### src/rtl/fibonacci_seq_gen.sv
// Job-driven Fibonacci term generator: accepts seeds/count/mode over a start
// handshake and streams indexed terms with last/overflow flags over valid/ready.
module fibonacci_seq_gen #(
  parameter int unsigned W     = 32,
  parameter int unsigned CNT_W = 16
) (
  input  logic             clk,
  input  logic             rst_n,
  input  logic             start_vld,
  output logic             start_rdy,
  input  logic [W-1:0]     start_x0,
  input  logic [W-1:0]     start_x1,
  input  logic [CNT_W-1:0] start_n,
  input  logic             start_mode,
  input  logic             abort,
  output logic             out_vld,
  input  logic             out_rdy,
  output logic [W-1:0]     out_y,
  output logic [CNT_W-1:0] out_idx,
  output logic             out_last,
  output logic             out_ovf,
  output logic             busy
);

  typedef enum logic {
    S_IDLE,
    S_RUN
  } state_t;

  state_t           r_state, w_state_nxt;
  logic [W-1:0]     r_a, r_b, w_a_nxt, w_b_nxt, w_sum;
  logic [CNT_W-1:0] r_rem, r_idx, w_rem_nxt, w_idx_nxt;
  logic             r_ovf_a, r_ovf_b, r_mode;
  logic             w_ovf_a_nxt, w_ovf_b_nxt, w_mode_nxt;
  logic             w_carry, w_last;

  assign {w_carry, w_sum} = {1'b0, r_a} + {1'b0, r_b};

  // STOP mode ends on the term before the first wrapped one (ovf_b marks it).
  assign w_last = (r_rem == CNT_W'(1)) | (r_mode & r_ovf_b);

  assign start_rdy = (r_state == S_IDLE);
  assign out_vld   = (r_state == S_RUN);
  assign busy      = (r_state == S_RUN);
  assign out_y     = r_a;
  assign out_idx   = r_idx;
  assign out_last  = out_vld & w_last;
  assign out_ovf   = out_vld & r_ovf_a;

  always_comb begin
    w_state_nxt = r_state;
    w_a_nxt     = r_a;
    w_b_nxt     = r_b;
    w_rem_nxt   = r_rem;
    w_idx_nxt   = r_idx;
    w_ovf_a_nxt = r_ovf_a;
    w_ovf_b_nxt = r_ovf_b;
    w_mode_nxt  = r_mode;
    case (r_state)
      S_IDLE: begin
        if (start_vld && (start_n != '0)) begin
          w_state_nxt = S_RUN;
          w_a_nxt     = start_x0;
          w_b_nxt     = start_x1;
          w_rem_nxt   = start_n;
          w_idx_nxt   = '0;
          w_ovf_a_nxt = 1'b0;
          w_ovf_b_nxt = 1'b0;
          w_mode_nxt  = start_mode;
        end
      end
      S_RUN: begin
        // Abort wins over a same-cycle handshake; the term is dropped.
        if (abort) begin
          w_state_nxt = S_IDLE;
        end else if (out_rdy) begin
          w_a_nxt     = r_b;
          w_b_nxt     = w_sum;
          w_ovf_a_nxt = r_ovf_b;
          w_ovf_b_nxt = w_carry | r_ovf_a | r_ovf_b;
          w_idx_nxt   = r_idx + CNT_W'(1);
          w_rem_nxt   = r_rem - CNT_W'(1);
          if (w_last) w_state_nxt = S_IDLE;
        end
      end
      default: w_state_nxt = S_IDLE;
    endcase
  end

  always_ff @(posedge clk) begin
    if (!rst_n) begin
      r_state <= S_IDLE;
      r_a     <= '0;
      r_b     <= '0;
      r_rem   <= '0;
      r_idx   <= '0;
      r_ovf_a <= 1'b0;
      r_ovf_b <= 1'b0;
      r_mode  <= 1'b0;
    end else begin
      r_state <= w_state_nxt;
      r_a     <= w_a_nxt;
      r_b     <= w_b_nxt;
      r_rem   <= w_rem_nxt;
      r_idx   <= w_idx_nxt;
      r_ovf_a <= w_ovf_a_nxt;
      r_ovf_b <= w_ovf_b_nxt;
      r_mode  <= w_mode_nxt;
    end
  end

endmodule

### config.mk
export PLATFORM = sky130hd
export DESIGN_NAME = fibonacci_seq_gen
export DESIGN_NICKNAME = d
export VERILOG_FILES = /design/src/rtl/fibonacci_seq_gen.sv
export SDC_FILE = /design/constraint.sdc
export NUM_CORES = 1
export LEC_CHECK = 0
export ABC_AREA = 1
export CAP_MARGIN = 40
export CORE_MARGIN = 4
export CORE_UTILIZATION = 32
export CTS_CLUSTER_SIZE = 24
export DETAILED_ROUTE_END_ITERATION = 8
export PLACE_DENSITY = 0.57
export SLEW_MARGIN = 5
export SYNTH_ARGS = -nofsm -noshare
export SYNTH_HDL_FRONTEND = slang
export SYNTH_SLANG_ARGS = --single-unit
### constraint.sdc
create_clock -name clk -period 1.88 [get_ports clk]
set_input_delay 0.282 -clock clk [delete_from_list [all_inputs] [get_ports clk]]
set_output_delay 0.282 -clock clk [all_outputs]
set_load 0.05 [all_outputs]
==> impl_metrics.py <==
metrics = {
    "timing": {
        "tightest_slew_ps": 551,
        "finalWorstSetupSlack_ps": -0.00611,
        "timing.fmax_mhz": 532,
        "grt_setup_unrepaired": "yes",
        "setup-tns-final_ps": -0.00611,
        "timing_max_transition_violations_final": 0,
        "setup_violations": 1,
        "timing.max_slew.rel_slack_pct": 63.3,
        "fin_crit_sh_pct": 100,
        "final_period_minus_worst_setup_slack_ps": 1880,
        "final_hold_viol_count": 0,
        "final.setup_skew_ps": 11.4,
    },
    "synthesis": {
        "synth-seq-area-share_pct": 27.7,
        "synthMostInstantiatedCell": "nand2_1",
        "ys_warn_count": 0,
        "synthDominantCellAreaShare_pct": 27.7,
        "mux_cell_area_share_after_synthesis_pct": 0,
        "yosys.area_share.xor_xnor_pct": 2.42,
        "yosys.cell_types.count": 39,
        "synth_top_family_by_area": "simple AND/OR/NAND/NOR gates",
        "synth_largest_area_cell": "dfxtp_1",
        "most_instantiated_cells_after_synthesis": "381 x nand2_1, 159 x inv_1, 108 x a21oi_1, 106 x nor2_1, 100 x dfxtp_1",
        "synth_simple_gate_area_share_pct": 32.6,
        "synth_compound_gate_area_share_pct": 19.1,
        "asyncSetResetFlopFracSynth_pct": 0,
        "synth_flop_cell": "dfxtp_1",
        "synthCells": 1202,
        "postSynthAreaPerCell_um2": 6.02,
        "synthesis.nets": 1324,
        "syn_area_um2": 7230,
        "synth_edf_count": 0,
        "synth-seq-cells": 100,
        "synth.top_cells.by_area": "dfxtp_1 28%, nand2_1 20%, inv_1 8.3%",
        "synthAdderAreaFrac_pct": 6.33,
    },
    "final_layout": {
        "layout.nets": 1531,
        "flow.area_growth_from_synthesis_pct": 45.8,
        "final_core_utilization_pct": 47.9,
        "post_route_cells_drive_above_1_share_pct": 22.5,
    },
    "pwr": {
        "power.leakage_uw": 0.00490,
        "vdd_ir_drop_max_v": 0.000385,
        "cellInternalPower_uw": 4480,
        "seq_power_share_pct": 35.3,
        "share_clk_of_total_power_pct": 28.6,
        "comb_power_share_pct": 36.1,
        "power.total_uw": 7000,
        "net_switching_power_uw": 2520,
        "switching_share_pct": 36.0,
        "cellPowerDensity_nw_per_um2": 665,
    },
    "clock_tree": {
        "number_of_clock_buffers_inserted_by_tritoncts": 9,
        "cts.htree.levels": 3,
        "cts_sinks": 100,
        "clk_root_buffer_cell": "clkbuf_16",
        "clock_tree.buffer_depth": 2,
        "clock_latency_late_sink_ps": 370,
        "cts_tree": "built",
        "clkTransAtPathRegs_ps": 80,
    },
    "grt": {
        "overall_overflow_remaining_after_global_route": 0,
        "number_of_global_route_vias_before_repair": 7700,
        "grt_max_degree": 61,
        "number_of_antenna_violations_at_the_first_check_in_global_routing": 3,
        "grt_first_pass_wirelength_um": 37000,
        "grtUsageTotal_pct": 18.2,
    },
    "routing": {
        "detail_route.iter0.violations": 382,
        "num_vias": 8113,
        "drt_pass1_iterations": 5,
        "vias_per_cell": 4.79,
        "met3WireLength_um": 1310,
        "postRouteWirelength_um": 23100,
        "remaining_drcs": 0,
        "met1_length_um": 10500,
        "top_signal_layer_used": "met5",
        "met2WireLength_um": 10900,
        "avgRoutedWirePerCell_um": 13.6,
        "postRouteAntennaNets": 0,
    },
    "critical_path": {
        "worstPathBufferInverterCount": 1,
        "timing.reg2reg.worst_path_depth": 13,
        "number_of_logic_stages_on_the_critical_path_including_buffering": 6,
        "worst_path_largest_cell_delay_ps": 360,
        "timing.critical_path.required_ps": 1600,
        "setup.worst_path.class": "reg -> out",
        "critical-path-slowest-cell": "dfxtp_4",
        "path_cells": "nor2_4 > nand2_2 > nor2_2 > nand4_1 > a21oi_4 > buf_12",
        "critPathArrivalTime_ps": 1600,
        "endpoint_kind": "output pin",
        "crit_path_max_fanout": 3,
        "critPathLaunchType": "register",
        "crit_family": "simple AND/OR/NAND/NOR gates",
    },
    "die": {
        "die_height_um": 158,
        "die_area_um2": 25100,
        "die_width_um": 158,
        "initial_core_util_pct": 32.8,
        "placeable_core_region_um2": 22000,
        "number_of_core_rows": 54,
        "io_pins": 139,
    },
    "outcome": {
        "violations": "setup timing",
        "run_status": "complete, but fails checks",
    },
    "min_path": {
        "whs_path_depth": 3,
        "hold_path.class": "in -> reg",
    },
    "placement": {
        "gp_congestion": 0.919,
        "dp.final_hpwl_um": 17300,
        "place.port_buffers": 138,
    },
    "flow_run": {
        "max_capacitance_violation_count": 0,
    },
}
==> per-stage QoR <==
step	std cells	setup slack (ps)	hold WS, ps	area, um^2
after detailed placement	1661	-144	467	9540
after CTS	1691	-70.7	271	10000
after global placement	1661	-106	458	9540
after global routing	1694	-102	299	10500
after floorplan	1202	2.01	430	7280
final	1695	-0.00611	287	10500
==> repair_timing <==
item / 4_1_cts / 5_1_grt
setup endpoints to repair: 35 / 30
hold buffers: 0 / 0
pin swaps: 12 / 35
gates resized for setup: 54 / 113
setup buffers: 14 / 6
==> metal layers <==
layer	global-route usage, %	vias up
met1	23.1	3656
met2	30.9	154
met4	4.75	6
li1	-	4268
met5	0	-
met3	4.62	29
==> power groups by stage <==
stage / clock network (uW) / logic, uW / registers, uW
global placement: 0 / 2240 / 2480
detailed placement: 0 / 2260 / 2480
floorplan: 0 / 1170 / 2690
CTS: 2060 / 2350 / 2440
global route: 2140 / 2800 / 2500
finish: 2000 / 2530 / 2480
==> worst paths after layout <==
check / startpoint / end / slack, ps
hold reg to reg: r_ovf_b$_SDFFE_PN0P_ / r_ovf_b$_SDFFE_PN0P_ / 480
setup / recovery: r_rem[7]$_SDFFE_PN0P_ / out_last / -0.006
setup reg to reg: r_b[0]$_SDFFE_PN0P_ / r_b[16]$_SDFFE_PN0P_ / -0.006
hold / removal: rst_n / r_rem[2]$_SDFFE_PN0P_ / 290
==> logic make-up (layout without fill, tap and decap cells) <==
logic type / after synthesis / after routing
buffers and inverters: 211 / 423
xor gates and xnor gates: 20 / 20
other: 0 / 1
AOI/OAI and AO/OA: 258 / 258
DFF: 100 / 100
and+or+nand+nor: 577 / 577
adders and majority gates: 36 / 36
==> worst min-delay path, cell delays in order <==
cell and delay (ps):
buf_2 190, o21ai_0 100, a31oi_1 40
==> state kept, by name (all words and copies together), names as in the netlist <==
register / count
busy: 1
out_idx: 16
out_y: 32
r_b: 32
r_mode: 1
r_ovf_a: 1
r_ovf_b: 1
r_rem: 16
==> layout make-up <==
cell class	count	area (um^2)
clock buffers	9	225
well taps	280	350
fillers	2273	11500
flip-flops and latches	100	2050
repair buffers	245	2280
clock inverters	7	82.6
multi-input cells	891	4940
inverters	162	611
diodes	1	2.50
==> layout by cell type (no fill, tap or decap), types with 14 or more instances in the layout <==
cell type        Yosys  final
nand2_1            381    342
inv_1              159    154
buf_4                8    119
o21ai_0             96     95
a21oi_1            108     91
clkdlybuf4s50_1      0     89
nor2_1             106     87
dfxtp_1            100     71
nand3_1             59     44
nand2_2              0     36
a31oi_1             35     35
dfxtp_2              0     23
nor2_2               1     18
nand3_2              3     18
ha_4                 0     18
a21oi_2              0     16
dlygate4sd2_1        0     16
buf_12               0     14
Note: power is estimated with default switching activity, not from simulation.
